--- src/rtl/bus_ready_ctrl.sv ---
// bus_ready_ctrl
// Programmable memory-map decoder and wait-state / READY generator for the
// TMS9900 breadboard system. N_REG regions are each decoded by a base/mask
// compare; the lowest matching index wins. Each region has its own wait-state
// count. Read data from the selected region is captured into a register when
// the access completes. An unmapped access, or one with rd and wr both high,
// completes with bus_err and ERR_DATA. The block also counts rising edges of
// the IAQ flag, which drives the activity LED.
//
// Ports:
//   clk          system clock
//   reset        synchronous, active-high reset
//   cpu_addr     CPU address (latched when a request is accepted)
//   cpu_rd       CPU read request
//   cpu_wr       CPU write request
//   cpu_iaq      instruction-acquisition flag
//   cpu_ready    one-cycle completion pulse to the CPU
//   cpu_data_in  registered read data to the CPU
//   mem_cs       one-hot region select
//   mem_we       one-hot region write enable
//   mem_rdata    packed per-region read data, region i at [i*DATA_W +: DATA_W]
//   bus_err      one-cycle pulse on an unmapped or illegal access
//   iaq_count    count of IAQ rising edges, wraps modulo 2^IAQ_W
module bus_ready_ctrl #(
  parameter int ADDR_W = 16,
  parameter int DATA_W = 16,
  parameter int N_REG  = 4,
  parameter logic [N_REG*ADDR_W-1:0] REG_BASE = '0,
  parameter logic [N_REG*ADDR_W-1:0] REG_MASK = '0,
  parameter logic [N_REG*4-1:0]      REG_WAIT = '0,
  parameter logic [DATA_W-1:0]       ERR_DATA = {DATA_W{1'b1}},
  parameter int IAQ_W  = 20
) (
  input  logic                    clk,
  input  logic                    reset,
  input  logic [ADDR_W-1:0]       cpu_addr,
  input  logic                    cpu_rd,
  input  logic                    cpu_wr,
  input  logic                    cpu_iaq,
  output logic                    cpu_ready,
  output logic [DATA_W-1:0]       cpu_data_in,
  output logic [N_REG-1:0]        mem_cs,
  output logic [N_REG-1:0]        mem_we,
  input  logic [N_REG*DATA_W-1:0] mem_rdata,
  output logic                    bus_err,
  output logic [IAQ_W-1:0]        iaq_count
);

  localparam int SEL_W = (N_REG > 1) ? $clog2(N_REG) : 1;

  // S_ERR exists so that an error completion appears one cycle after the
  // request is sampled, which matches the timing of a zero-wait access.
  typedef enum logic [1:0] {
    S_IDLE,
    S_WAIT,
    S_ERR,
    S_DONE
  } state_t;

  state_t            state;
  logic [SEL_W-1:0]  sel;
  logic              op;
  logic [3:0]        cnt;
  logic              iaq_prev;

  logic              req;
  logic              hit;
  logic [SEL_W-1:0]  hit_idx;
  logic [N_REG-1:0]  hit_onehot;
  logic [3:0]        hit_wait;
  logic [DATA_W-1:0] sel_rdata;

  assign req = cpu_rd | cpu_wr;

  // Address decode. The scan runs from the highest index down so that a
  // lower-numbered match overwrites a higher one. This gives lowest-index
  // priority and guarantees that hit_onehot is never multi-hot.
  always_comb begin
    hit        = 1'b0;
    hit_idx    = '0;
    hit_onehot = '0;
    hit_wait   = '0;
    for (int i = N_REG - 1; i >= 0; i--) begin
      if ((cpu_addr & REG_MASK[i*ADDR_W +: ADDR_W]) == REG_BASE[i*ADDR_W +: ADDR_W]) begin
        hit        = 1'b1;
        hit_idx    = SEL_W'(i);
        hit_onehot = '0;
        hit_onehot[i] = 1'b1;
        hit_wait   = REG_WAIT[i*4 +: 4];
      end
    end
  end

  // Read-data mux driven by the latched region select. cpu_addr may change
  // during WAIT without affecting which region is captured.
  always_comb begin
    sel_rdata = '0;
    for (int i = 0; i < N_REG; i++) begin
      if (sel == SEL_W'(i)) begin
        sel_rdata = mem_rdata[i*DATA_W +: DATA_W];
      end
    end
  end

  // Access FSM. cpu_ready and bus_err default low each cycle, so they can
  // only ever be single-cycle pulses.
  always_ff @(posedge clk) begin
    if (reset) begin
      state       <= S_IDLE;
      sel         <= '0;
      op          <= 1'b0;
      cnt         <= '0;
      cpu_ready   <= 1'b0;
      bus_err     <= 1'b0;
      cpu_data_in <= '0;
      mem_cs      <= '0;
      mem_we      <= '0;
    end else begin
      cpu_ready <= 1'b0;
      bus_err   <= 1'b0;
      case (state)
        S_IDLE: begin
          if (req) begin
            if ((cpu_rd && cpu_wr) || !hit) begin
              state <= S_ERR;
            end else begin
              sel    <= hit_idx;
              op     <= cpu_wr;
              cnt    <= hit_wait;
              mem_cs <= hit_onehot;
              mem_we <= cpu_wr ? hit_onehot : '0;
              state  <= S_WAIT;
            end
          end
        end
        S_WAIT: begin
          if (!req) begin
            // The CPU abandoned the cycle, so no completion is signalled.
            mem_cs <= '0;
            mem_we <= '0;
            cnt    <= '0;
            state  <= S_IDLE;
          end else if (cnt != 4'd0) begin
            cnt <= cnt - 4'd1;
          end else begin
            cpu_ready <= 1'b1;
            if (!op) begin
              cpu_data_in <= sel_rdata;
            end
            mem_cs <= '0;
            mem_we <= '0;
            state  <= S_DONE;
          end
        end
        S_ERR: begin
          cpu_ready   <= 1'b1;
          bus_err     <= 1'b1;
          cpu_data_in <= ERR_DATA;
          state       <= S_DONE;
        end
        S_DONE: begin
          // A held request must not retrigger; wait for rd/wr to drop.
          if (!req) begin
            state <= S_IDLE;
          end
        end
        default: state <= S_IDLE;
      endcase
    end
  end

  // IAQ rising-edge counter for the activity LED.
  always_ff @(posedge clk) begin
    if (reset) begin
      iaq_prev  <= 1'b0;
      iaq_count <= '0;
    end else begin
      iaq_prev <= cpu_iaq;
      if (cpu_iaq && !iaq_prev) begin
        iaq_count <= iaq_count + IAQ_W'(1);
      end
    end
  end

endmodule

--- config.mk ---
export PLATFORM = sky130hd
export DESIGN_NAME = bus_ready_ctrl
export DESIGN_NICKNAME = d
export VERILOG_FILES = /design/src/rtl/bus_ready_ctrl.sv
export SDC_FILE = /design/constraint.sdc
export NUM_CORES = 1
export LEC_CHECK = 0
export ABC_AREA = 1
export CORE_MARGIN = 2
export CORE_UTILIZATION = 35
export DETAILED_ROUTE_END_ITERATION = 16
export DONT_BUFFER_PORTS = 1
export PLACE_DENSITY = 0.58
export SYNTH_ARGS = -nofsm -noshare
export SYNTH_HDL_FRONTEND = slang
export SYNTH_SLANG_ARGS = --single-unit
--- constraint.sdc ---
create_clock -name clk -period 3.8 [get_ports clk]
set_input_delay 0.76 -clock clk [delete_from_list [all_inputs] [get_ports clk]]
set_output_delay 0.76 -clock clk [all_outputs]
set_load 0.02 [all_outputs]
After elaboration in Yosys (flattened, before gate mapping)
Cells that the tools add are included.

storage, ports and cells
  register bits = 54
  bits of input ports = 85
  output and inout port bits = 46
  word-level logic and storage cells = 65

operators by class
  add/subtract/negate cells = 2
  eq/ne operators = 11
  multiplexer cells = 28
  bitwise gates (word level) = 2
  reductions and logical operators = 12

operator list
  kind                     number
  $mux W16                 3
  $mux W4                  10
  $pmux W16 S2             1
  $pmux W4 S2              3
  $add A20 B1 Y20 const B  1
  $ne A2 B2 Y1 const B     6
  $reduce_and A4 Y1        3
  $mux W2                  5
  $pmux W2 S4              1
  $ne A3 B3 Y1 const B     2
  $reduce_and A3 Y1        2
  $eq A2 B2 Y1 const B     2
  $mux W1                  4
  $reduce_bool A2 Y1       2
  $reduce_bool A4 Y1       1
  $sub A4 B1 Y4 const B    1
  $eq A2 B1 Y1 const B     1
  $logic_and A1 B1 Y1      2
  $logic_not A2 Y1         1
  $pmux W1 S2              1
  $logic_not A1 Y1         1
  $not A1 Y1               1
  $or A1 B1 Y1             1

Logic depth before layout (Yosys ltp)
Gate-level depths: netlist of the first run.

  word-level depth = 4
  depth in mapped cells = 10
  depth with buffers taken out = 10

Worst setup path after synthesis of the first run
Ideal clock, no wire load.

  kind = input port to flip-flop
  from = input port cpu_rd
  to = register cpu_data_in[0]
  setup time = 0.115 ns
  arrival = 1.704 ns
  required time = 3.685 ns
  path slack = 1.981 ns
  cell stages on the path = 7
  buffers on the path = 1
  cell sequence = inv_1 > ha_1 > o21ai_1 > clkbuf_1 > nand3_1 > nand2_1 > nor2_1

on the way
  cells in the longest elaborated chain, start to end = 3

ends and longest elaborated chain
  item                                RTL line  RTL
  from (decl)                         37        input logic cpu_rd,
  $or A1 B1 Y1                        73        assign req = cpu_rd | cpu_wr;
  $ne A2 B2 Y1 (no source line)       -
  $reduce_and A4 Y1 (no source line)  -
  to (signal assigned)                148       cpu_data_in <= sel_rdata;
  to (decl)                           41        output logic [DATA_W-1:0] cpu_data_in,

Every way passes these cells.
A chain may end at the register's enable or synchronous reset.

Final worst setup path of the first run
  from = register state[0]
  to = register cpu_data_in[2]

on the way
  cells in the longest elaborated chain, start to end = 3
  elaborated cells on any way between the ends = 8
  classes of those cells = eq/ne: 5; mux: 1; reduce/logical: 2

ends and longest elaborated chain
  item                                                                 RTL line  RTL
  from (decl)                                                          60        state_t state;
  from (signal assigned)                                               109       state <= S_IDLE;
  from (signal assigned)                                               125       state <= S_ERR;
  from (signal assigned)                                               132       state <= S_WAIT;
  $eq A2 B1 Y1 or $eq A2 B2 Y1 (tied branches)                         121       case (state)
  $ne A2 B2 Y1 (no source line) or $reduce_bool A2 Y1 (tied branches)  -
  $reduce_and A4 Y1 (no source line)                                   -

Parallel ways exist; a longest one is shown, timed or not.

==> impl_summary.log, run 1 <==
[metrics] TritonCTS clock tree: yes
[metrics] Maximum Capacitance Violations: 0
[metrics] iteration count of the initial detailed-routing pass: 4
[metrics] combined area of the multi-input logic cells: around 1400 um2
[metrics] cell count along the critical path: 7
[metrics] Buffers on Ports: 0
[metrics] area delta synth->final: 4.85%
[metrics] Via density: 4.64
[metrics] ratio of cells with drive above 1 in the final layout: 0.0873
[metrics] root cell of the clock tree: clkbuf_8
[metrics] Crit path largest cell delay: between 0.5 and 0.6 ns
[metrics] Hold Buf Count CTS: 0
[metrics] fillcell total: approximately 760
[metrics] maximum root-to-sink buffer count: 2
[metrics] total global routing track utilization: 0.129
[metrics] clock net sink count: between 40 and 50
[metrics] largest net degree at the start of global routing: 33
[metrics] most frequent CP cell: nand2_1
[metrics] TritonCTS buffer count: 5
[metrics] post-synthesis area per instance: approximately 7 um2
[metrics] Worst-Skew Late Latency: about 0.3 ns
[metrics] global-route wire length before repair: 8080 um
[metrics] post-synthesis cell area: approximately 2600 um2
[metrics] proportion of netlist area held by the largest area contributor: 0.376
[metrics] number of enable-type register cells in the synthesized netlist: 0
[metrics] flip-flop cell with the highest count after synthesis: dfxtp_1
[metrics] flop-to-flop setup slack: 1.80 ns
[metrics] data arrival time at the worst-slack endpoint: roughly 2.2 ns
[metrics] clock transition time at the flip-flop clock pins of the worst setup and hold paths: ~0.090 ns
[metrics] Yosys warning count: 0
[metrics] part of the Yosys area used for sequential elements: 0.376
[metrics] Critical Path End Type: flip-flop
[metrics] via count of the routed design: approximately 2100
[metrics] maximum level of the CTS H-tree: 2
[metrics] worst voltage drop across the vdd grid: approximately 250 uV
[metrics] count of mapped cells out of synthesis: ~360
[metrics] peak clock frequency supported by timing: between 0.4 and 0.5 GHz
[metrics] setup repair after global routing missed its margin: false
[metrics] most frequent cells after synthesis: 73 x nand2_1, 70 x nor2_1, 48 x dfxtp_1
[metrics] Setup Crit Path Kind: flip-flop to flip-flop
[metrics] critical hold path startpoint: cnt[0]
[metrics] total half-perimeter wirelength after legalization and detailed placement: 3720 um
[metrics] boundary pin count: roughly 130
[metrics] total negative slack for setup checks: 0 ns
[metrics] post-synthesis cell type with the largest combined area: dfxtp_1
[metrics] library cell with the highest instance count after synthesis: nand2_1
[metrics] cell type of the slowest stage on the worst timing path: ha_1
[metrics] die span in y: 89.5 um
[metrics] Die X: between 80 and 90 um
[metrics] proportion of register bits with asynchronous set or reset after synthesis: 0
[metrics] Period minus WS final: ~2 ns
[metrics] antenna viol nets, final: 0
[metrics] number of global-route vias before repair: roughly 1800
[metrics] critical path fanouts, max: 32
[metrics] Routed WL: approximately 5300 um
[metrics] pwr dens: around 600 nW/um2
[metrics] static leakage power: around 1.2 nW
[metrics] count of pins over their slew limit: 0
[metrics] Worst Reg2Reg Path Length in Cells: 7
[metrics] power consumption: 1.60 mW
[metrics] min-delay worst type: flip-flop to flip-flop
[metrics] Antenna Cells: 0
[metrics] Tightest Pin Transition: approximately 0.97 ns
[metrics] per-cell routed wire length: approximately 12 um
[metrics] status: finished clean
[metrics] share of the clock period used by the worst path: 0.527
[metrics] distinct cell type count after synthesis: 34
[metrics] maximum clock skew at final layout: 0.00729 ns
[metrics] total setup buffers inserted after CTS: 0
[metrics] worst reg2reg path startpoint: state[0]
[metrics] Iter 0 DRT Violations: between 60 and 70
[metrics] leading cell types by total area after synthesis: dfxtp_1 38%, nand2_1 11%, nor2_1 10%, nand3_1 6.3%, a21oi_1 5.9%
[metrics] net count of the finished layout: roughly 450
[metrics] overflow left after global routing: 0
[metrics] initial core utilization: 0.356
[metrics] final weighted congestion in routability-driven placement: a little under 0.8
[metrics] combined flip-flop and latch cell area: about 960 um2
[metrics] area enclosed by the die boundary: around 8000 um2
[metrics] kind of cell adding the most delay to the critical path: adder cells
[metrics] post-cts repair resize count: 0
[metrics] final number of setup-violating endpoints: 0
[metrics] tightest slew margin relative to the limit: 0.350
[metrics] worst setup path start: state[0]
[metrics] buffer and inverter count on the worst path: 1
[metrics] standard-cell row count: 31
[metrics] placeable core area: just over 7000 um2
[metrics] Reg-to-Reg End: cpu_data_in[2]
[metrics] number of synthesized register bits: 48
[metrics] timing endpoint of the critical path: cpu_data_in[2]
[metrics] Startpoint Class: flip-flop
[metrics] CP cell instances: inv_1 -> ha_1 -> nand2_1 -> o21ai_4 -> nand3_1 -> nand2_1 -> nor2_1
[metrics] Data required, critical path: between 3 and 4 ns
[metrics] post-detailed-route DRC marker count: 0
[metrics] final hold viol count: 0
[metrics] antenna violations before repair: 0
==> worst min-delay path by stage <==
| stage | endpoint | slack [ns] | depth (start not counted) |
|---|---|---|---|
| after CTS | cnt[0] | 0.50 | 2 |
| after global placement | cnt[0] | 0.47 | 2 |
| after detailed placement | cnt[0] | 0.48 | 2 |
| final | cnt[0] | 0.49 | 2 |
| after global routing | iaq_count[13] | 0.49 | 1 |
| after floorplan | cnt[0] | 0.46 | 2 |
==> metal layers <==
metal  part of all wire  wire length, um  global-route usage
met1               0.50             2600               0.167
met2               0.42             2210               0.198
met3              0.070              369              0.0452
met4              0.013               67              0.0448
met5                  0                0                   0
==> cell families (layout without fill, tap and decap cells) <==
family	Yosys count	in the layout	share of synthesized area
buffers and inverters	53	42	0.0974
other	1	6	0.00147
AND/OR/NAND/NOR	199	199	0.360
flip-flops	48	48	0.376
AO/OA/AOI/OAI	45	45	0.0974
XOR/XNOR	4	4	0.0137
adder cells (fa/ha/maj)	11	11	0.0538
==> tightest hold or removal path: cells and delay by family, from the launching register on <==
family | cells | cell delay, ns
AOI/OAI and AO/OA | 1 | 0.05
DFF | 1 | 0.33
and+or+nand+nor | 1 | 0.06
==> stage by stage <==
stage	instance area, um2	setup slack, ns	utilization	cells	hold WS [ns]
after global routing	2680	1.53	0.373	454	0.494
final	2680	1.80	0.373	454	0.491
after floorplan	2570	1.98	-	366	0.458
after CTS	2680	1.77	0.373	454	0.498
after detailed placement	2590	1.77	0.361	447	0.484
after global placement	2590	1.79	0.361	447	0.475
==> cells in the final DEF (no fill, tap or decap), drive strengths merged <==
cell type	Yosys	routed
nor3b	1	1
inv	34	34
nor2	78	78
dfxtp	48	48
nand3	34	34
xnor2	2	2
o21a	2	2
buf	15	1
or2	1	1
nand2	79	79
conb	1	6
clkinv	0	1
nand4	4	4
ha	11	11
o21ai	12	12
a311oi	1	1
xor2	2	2
nor3	2	2
a21oi	30	30
clkbuf	4	6
==> report_power, final <==
group | total [mW] | leakage [nW] | internal (mW) | switching [mW]
sequential | 0.734 | 0.392 | 0.594 | 0.140
combinational | 0.551 | 0.715 | 0.192 | 0.359
clock | 0.317 | 0.0473 | 0.146 | 0.172
==> registers in the layout, summed over array words and instances (netlist names) <==
register,cells
cpu_data_in,16
op,1
mem_cs,1
iaq_prev,1
cnt,4
state,2
bus_err,1
cpu_ready,1
iaq_count,20
mem_we,1
==> final cells by class <==
class,instances,share of cell area
flip-flops and latches,48,0.359
inverters,34,0.0476
multi-input cells,265,0.511
well taps,99,0.0462
clock inverters,1,0.00327
clock buffers,6,0.0308
repair buffers,1,0.00280
No activity file was read; power rests on OpenSTA's default activity.
==> inputs of run 2 (changes only) <==
--- a/config.mk
+++ b/config.mk
@@ -10,7 +10,7 @@
 export CORE_UTILIZATION = 35
 export DETAILED_ROUTE_END_ITERATION = 16
 export DONT_BUFFER_PORTS = 1
-export PLACE_DENSITY = 0.58
+export PLACE_DENSITY = 0.6
 export SYNTH_ARGS = -nofsm -noshare
 export SYNTH_HDL_FRONTEND = slang
 export SYNTH_SLANG_ARGS = --single-unit
==> constraint.sdc (replaced) <==
create_clock -name clk -period 1.69 [get_ports clk]
set_input_delay 0.338 -clock clk [delete_from_list [all_inputs] [get_ports clk]]
set_output_delay 0.338 -clock clk [all_outputs]
set_load 0.02 [all_outputs]
==> impl_summary.log, run 2 (synthesized netlist as in run 1, its figures left out) <==
[metrics] worst setup path start: cnt[0]
[metrics] peak clock frequency supported by timing: 0.648 GHz (+30%)
[metrics] via count of the routed design: 2237 (+6.3%)
[metrics] Period minus WS final: 1.54 ns (-0.460 ns)
[metrics] min-delay worst type: primary input to flip-flop
[metrics] die span in y: 89.5 um (unchanged)
[metrics] overflow left after global routing: 0 (unchanged)
[metrics] number of global-route vias before repair: 1954 (+6.9%)
[metrics] largest register by flop count: iaq_count
[metrics] static leakage power: 1.30 nW (+13%)
[metrics] placed standard-cell area: 2730 um2 (+5.4%)
[metrics] area delta synth->final: 15.2%
[metrics] setup repair after global routing missed its margin: false
[metrics] Die X: 89.5 um (unchanged)
[metrics] net count of the finished layout: 474 (+5.1%)
[metrics] end point of the most critical hold path: mem_we[0]
[metrics] Data required, critical path: 1.90 ns (-2.09 ns)
[metrics] antenna viol nets, final: 0 (unchanged)
[metrics] final weighted congestion in routability-driven placement: 0.801 (+2.0%)
[metrics] Startpoint Class: flip-flop
[metrics] Critical Path End Type: flip-flop
[metrics] flop-to-flop setup slack: 0.15 ns (-1.65 ns)
[metrics] Maximum Capacitance Violations: 0 (unchanged)
[metrics] iteration count of the initial detailed-routing pass: 4 (unchanged)
[metrics] Via density: 4.68 (+0.94%)
[metrics] Setup Crit Path Kind: flip-flop to flip-flop
[metrics] status: finished clean
[metrics] top flop regs: iaq_count (20), cpu_data_in (16), cnt (4)
[metrics] per-cell routed wire length: 11.9 um (+2.5%)
[metrics] root cell of the clock tree: clkbuf_8
[metrics] Iter 0 DRT Violations: 89 (+44%)
[metrics] met2 Track Usage GR: 0.236 (+0.0384)
[metrics] worst hold slack after final layout: 0.0911 ns (-0.400 ns)
[metrics] boundary pin count: 131 (unchanged)
[metrics] Antenna Cells: 0 (unchanged)
[metrics] initial core utilization: 0.356 (unchanged)
[metrics] global routing usage on met3: 0.0489 (+0.00369)
[metrics] clock net sink count: 48 (unchanged)
[metrics] total global routing track utilization: 0.141 (+0.0124)
[metrics] placeable core area: 7180 um2 (unchanged)
[metrics] TritonCTS buffer count: 5 (unchanged)
[metrics] Reg-to-Reg End: cpu_data_in[7]
[metrics] final core occ: 0.410 (+0.0370)
[metrics] standard-cell row count: 31 (unchanged)
[metrics] post-detailed-route DRC marker count: 0 (unchanged)
[metrics] data arrival time at the worst-slack endpoint: 1.75 ns (-0.44 ns)
[metrics] maximum root-to-sink buffer count: 2 (unchanged)
[metrics] maximum level of the CTS H-tree: 2 (unchanged)
[metrics] antenna violations before repair: 0 (unchanged)
[metrics] flip-flop count of the largest register, all copies and words added: 20 (unchanged)
[metrics] most utilized layer in the global route result: met2
[metrics] WHS Path Cells: 1 (-1)
[metrics] area enclosed by the die boundary: 8000 um2 (unchanged)
[metrics] ratio of cells with drive above 1 in the final layout: 0.164 (+0.0763)
[metrics] global-route wire length before repair: 8750 um (+8.3%)
[metrics] maximum clock skew at final layout: 0.00575 ns (-0.00154 ns)
[metrics] commonest non-fill, non-tap cell in the layout: nand2_1
[metrics] Routed WL: 5670 um (+8.0%)
[metrics] share of the clock period used by the worst path: 0.913 (+0.386)
[metrics] Worst Reg2Reg Path Length in Cells: 7 (unchanged)
[metrics] final number of setup-violating endpoints: 0 (unchanged)
[metrics] total half-perimeter wirelength after legalization and detailed placement: 3950 um (+6.2%)
[metrics] Worst-Skew Late Latency: 0.31 ns (about the same)
[metrics] largest net degree at the start of global routing: 33 (unchanged)
[metrics] worst reg2reg path startpoint: cnt[0]
[metrics] pwr dens: 1400 nW/um2 (+130%)
[metrics] clock transition time at the flip-flop clock pins of the worst setup and hold paths: 0.09 ns (about the same)
[metrics] final hold viol count: 0 (unchanged)
[metrics] worst voltage drop across the vdd grid: 422 uV (+66%)
[metrics] grt met1 use: 0.171 (+0.00429)
[metrics] critical hold path startpoint: reset
[metrics] count of pins over their slew limit: 0 (unchanged)
[metrics] TritonCTS clock tree: yes
[metrics] final instance area: 2950 um2 (+9.9%)
[metrics] Buffers on Ports: 0 (unchanged)
[metrics] critical path fanouts, max: 8 (-75%)
[metrics] top library cells by usage in the layout, fill and taps aside: 70 x nand2_1, 69 x nor2_1, 48 x dfxtp_1, 32 x inv_1, 31 x nand3_1
==> run 2: worst max-delay path by stage <==
stage	endpoint	slack [ns]	cells after the start
2_1_floorplan	iaq_count[12]	0.24	7
3_3_place_gp	cpu_data_in[8]	0.001	7
3_5_place_dp	cpu_data_in[5]	-0.03	7
4_1_cts	cpu_data_in[5]	0.02	8
5_1_grt	cnt[1]	0.03	9
6_report	cpu_data_in[7]	0.15	7
==> run 2: critical path: stages, from the launching register on <==
cell	delay, ns
dfxtp_1	0.34
inv_1	0.10
ha_1	0.21
nand2_2	0.17
o21ai_2	0.38
nand3_1	0.11
nand2_1	0.09
nor2_1	0.04
==> run 2: final cells by class <==
| cell class | count | area, um2 |
|---|---|---|
| Inverter | 34 | 133 |
| Tap cell | 99 | 124 |
| Multi-Input combinational cell | 268 | 1420 |
| Sequential cell | 48 | 961 |
| Fill cell | 761 | 4230 |
| Clock inverter | 2 | 38.8 |
| Clock buffer | 6 | 82.6 |
| Timing Repair Buffer | 21 | 183 |
==> run 2: what timing repair did <==
action,4_1_cts,5_1_grt
setup buffers,0,3
pin swaps,1,1
hold buffers,0,0
gates resized for setup,1,9
cloned,1,2
endpoints found under the setup margin,16,22
==> run 2: through the flow <==
stage | setup TNS (ns) | power [mW] | instances | worst slack, ns
final | 0 | 4.13 | 478 | 0.148
after global routing | 0 | 4.47 | 478 | 0.0272
after CTS | 0 | 3.99 | 473 | 0.0166
after detailed placement | -0.194 | 3.01 | 464 | -0.0347
after global placement | 0 | 2.97 | 464 | 0.00137
after floorplan | 0 | 2.79 | 366 | 0.243
==> run 2: power by group <==
part           switching [mW]  internal, mW  leakage (nW)
Sequential              0.305          1.34         0.392
Clock                   0.410         0.484        0.0614
Combinational           0.980         0.617         0.846
==> run 2: layer usage <==
layer  vias up  wire (um)
li1       1169          -
met1      1007       2610
met2        54       2590
met3         7        415
met4         0         58
met5         -          0
==> inputs of run 3 (changes only) <==
--- a/config.mk
+++ b/config.mk
@@ -7,10 +7,11 @@
 export LEC_CHECK = 0
 export ABC_AREA = 1
 export CORE_MARGIN = 2
-export CORE_UTILIZATION = 35
+export CORE_UTILIZATION = 59
+export CTS_BUF_LIST = sky130_fd_sc_hd__clkbuf_8
 export DETAILED_ROUTE_END_ITERATION = 16
 export DONT_BUFFER_PORTS = 1
-export PLACE_DENSITY = 0.6
+export PLACE_DENSITY = 0.87
 export SYNTH_ARGS = -nofsm -noshare
 export SYNTH_HDL_FRONTEND = slang
 export SYNTH_SLANG_ARGS = --single-unit
==> impl_summary.log, run 3 (synthesized netlist as in run 1, its figures left out) <==
[metrics] status: finished clean
[metrics] number of cells after detailed placement: 412 (-11%)
[metrics] net count of the finished layout: 467 (-1.5%)
[metrics] Iter 0 DRT Violations: 72 (-19%)
[metrics] share of the clock period used by the worst path: 0.916 (+0.00346)
[metrics] Antenna Cells: 0 (unchanged)
[metrics] total negative slack for setup checks: 0 ns (unchanged)
[metrics] final core occ: 0.683 (+0.273)
[metrics] worst voltage drop across the vdd grid: 599 uV (+42%)
[metrics] most frequent CP cell: nand2_1
[metrics] Worst-Skew Late Latency: 0.30 ns (about the same)
[metrics] Period minus WS final: 1.55 ns (+0.00584 ns)
[metrics] die span in y: 69.8 um (-22%)
[metrics] area enclosed by the die boundary: 4870 um2 (-39%)
[metrics] Startpoint Class: flip-flop
[metrics] setup repair after global routing missed its margin: false
[metrics] TritonCTS buffer count: 5 (unchanged)
[metrics] ratio of cells with drive above 1 in the final layout: 0.140 (-0.0238)
[metrics] top library cells by usage in the layout, fill and taps aside: 72 x nand2_1, 69 x nor2_1, 48 x dfxtp_1, 32 x inv_1, 32 x nand3_1
[metrics] top flop regs: iaq_count (20), cpu_data_in (16), cnt (4)
[metrics] iteration count of the initial detailed-routing pass: 4 (unchanged)
[metrics] antenna violations before repair: 0 (unchanged)
[metrics] largest register by flop count: iaq_count
[metrics] Data required, critical path: 1.89 ns (about the same)
[metrics] maximum clock skew at final layout: 0.00758 ns (+0.00184 ns)
[metrics] overflow left after global routing: 0 (unchanged)
[metrics] buffer and inverter count on the worst path: 1 (unchanged)
[metrics] Crit path largest cell delay: 0.36 ns (-0.02 ns)
[metrics] initial core utilization: 0.626 (+0.269)
[metrics] Via density: 5.29 (+13%)
[metrics] Hold Buf Count CTS: 0 (unchanged)
[metrics] total global routing track utilization: 0.215 (+0.0735)
[metrics] maximum root-to-sink buffer count: 2 (unchanged)
[metrics] data arrival time at the worst-slack endpoint: 1.75 ns (about the same)
[metrics] via count of the routed design: 2232 (-0.22%)
[metrics] critical path fanouts, max: 4 (-4)
[metrics] largest net degree at the start of global routing: 33 (unchanged)
[metrics] flip-flop count of the largest register, all copies and words added: 20 (unchanged)
[metrics] Die X: 69.8 um (-22%)
[metrics] clock net sink count: 48 (unchanged)
[metrics] cell type of the slowest stage on the worst timing path: dfxtp_1
[metrics] number of global-route vias before repair: 2011 (+2.9%)
[metrics] maximum level of the CTS H-tree: 2 (unchanged)
[metrics] fin cells: 422 (-12%)
[metrics] per-cell routed wire length: 12.6 um (+6.0%)
[metrics] Routed WL: 5310 um (-6.4%)
[metrics] area delta synth->final: 9.20%
[metrics] final number of setup-violating endpoints: 0 (unchanged)
[metrics] clock transition time at the flip-flop clock pins of the worst setup and hold paths: 0.09 ns (about the same)
[metrics] min-delay worst type: primary input to flip-flop
[metrics] commonest non-fill, non-tap cell in the layout: nand2_1
[metrics] kind of cell adding the most delay to the critical path: simple AND/OR/NAND/NOR gates
[metrics] static leakage power: 1.24 nW (-4.5%)
[metrics] root cell of the clock tree: clkbuf_8
[metrics] final weighted congestion in routability-driven placement: 0.834 (+4.1%)
[metrics] power consumption: 3.85 mW (-6.9%)
[metrics] peak clock frequency supported by timing: 0.646 GHz (-0.38%)
[metrics] final hold viol count: 0 (unchanged)
[metrics] global-route wire length before repair: 8650 um (-1.1%)
[metrics] boundary pin count: 131 (unchanged)
[metrics] count of pins over their slew limit: 0 (unchanged)
[metrics] antenna viol nets, final: 0 (unchanged)
[metrics] placeable core area: 4090 um2 (-43%)
[metrics] Maximum Capacitance Violations: 0 (unchanged)
[metrics] post-detailed-route DRC marker count: 0 (unchanged)
[metrics] pwr dens: 1380 nW/um2 (-1.7%)
[metrics] Buffers on Ports: 0 (unchanged)
[metrics] Setup Crit Path Kind: flip-flop to flip-flop
[metrics] worst hold slack after final layout: 0.0960 ns (+0.00489 ns)
[metrics] CP cell instances: inv_1 -> ha_1 -> nand2_1 -> nand2_1 -> nand3_1 -> nand2_1 -> nand2_1 -> nor2_1
[metrics] standard-cell row count: 23 (-26%)
[metrics] total half-perimeter wirelength after legalization and detailed placement: 3780 um (-4.3%)
[metrics] Critical Path End Type: flip-flop
[metrics] TritonCTS clock tree: yes
## run 3: cell count changes in the layout (fill, tap and decap cells not counted), moves of 2 or more
| cell | change |
|---|---|
| buf_4 | -5 |
| o21ai_2 | -3 |
| clkinv_4 | -2 |
| clkinvlp_4 | +2 |
| nand2_1 | +2 |
| nand2_2 | -2 |
## run 3: metal layers
layer	routed length [um]	up-vias	track usage
met5	0	-	0
met4	51	0	0.0748
met3	381	6	0.0625
met2	2560	65	0.371
met1	2320	1009	0.252
li1	-	1152	-
## run 3: repair_timing
item,in CTS,in global routing
setup endpoints to repair,16,20
pin swaps,1,2
gates resized for setup,2,4
setup buffers,0,1
cloned,1,0
## run 3: area by class of cell
| class | instances | area (um2) |
|---|---|---|
| Multi-Input combinational cell | 266 | 1400 |
| Fill cell | 361 | 1290 |
| Sequential cell | 48 | 961 |
| Timing Repair Buffer | 16 | 145 |
| Inverter | 34 | 130 |
| Clock buffer | 6 | 82.6 |
| Tap cell | 50 | 62.6 |
| Clock inverter | 2 | 15.0 |
## run 3: where the power goes
part	total, mW	internal [mW]	switching [mW]
Combinational	1.49	0.576	0.919
Clock	0.719	0.331	0.387
Sequential	1.64	1.34	0.300
## run 3: final timing paths
check	from	end	slack (ns)	depth (start not counted)
max	cnt[0]	state[0]	0.14	8
max reg2reg	cnt[0]	state[0]	0.14	8
min reg2reg	cnt[0]	cnt[0]	0.49	2
min	reset	iaq_count[14]	0.1	1
## run 3: through the flow
stage	cell area (um2)	worst slack (ns)
floorplan	2570	0.243
global route	2790	0.00332
global placement	2650	0.0429
detailed placement	2650	-0.0353
CTS	2760	0.0568
finish	2790	0.142
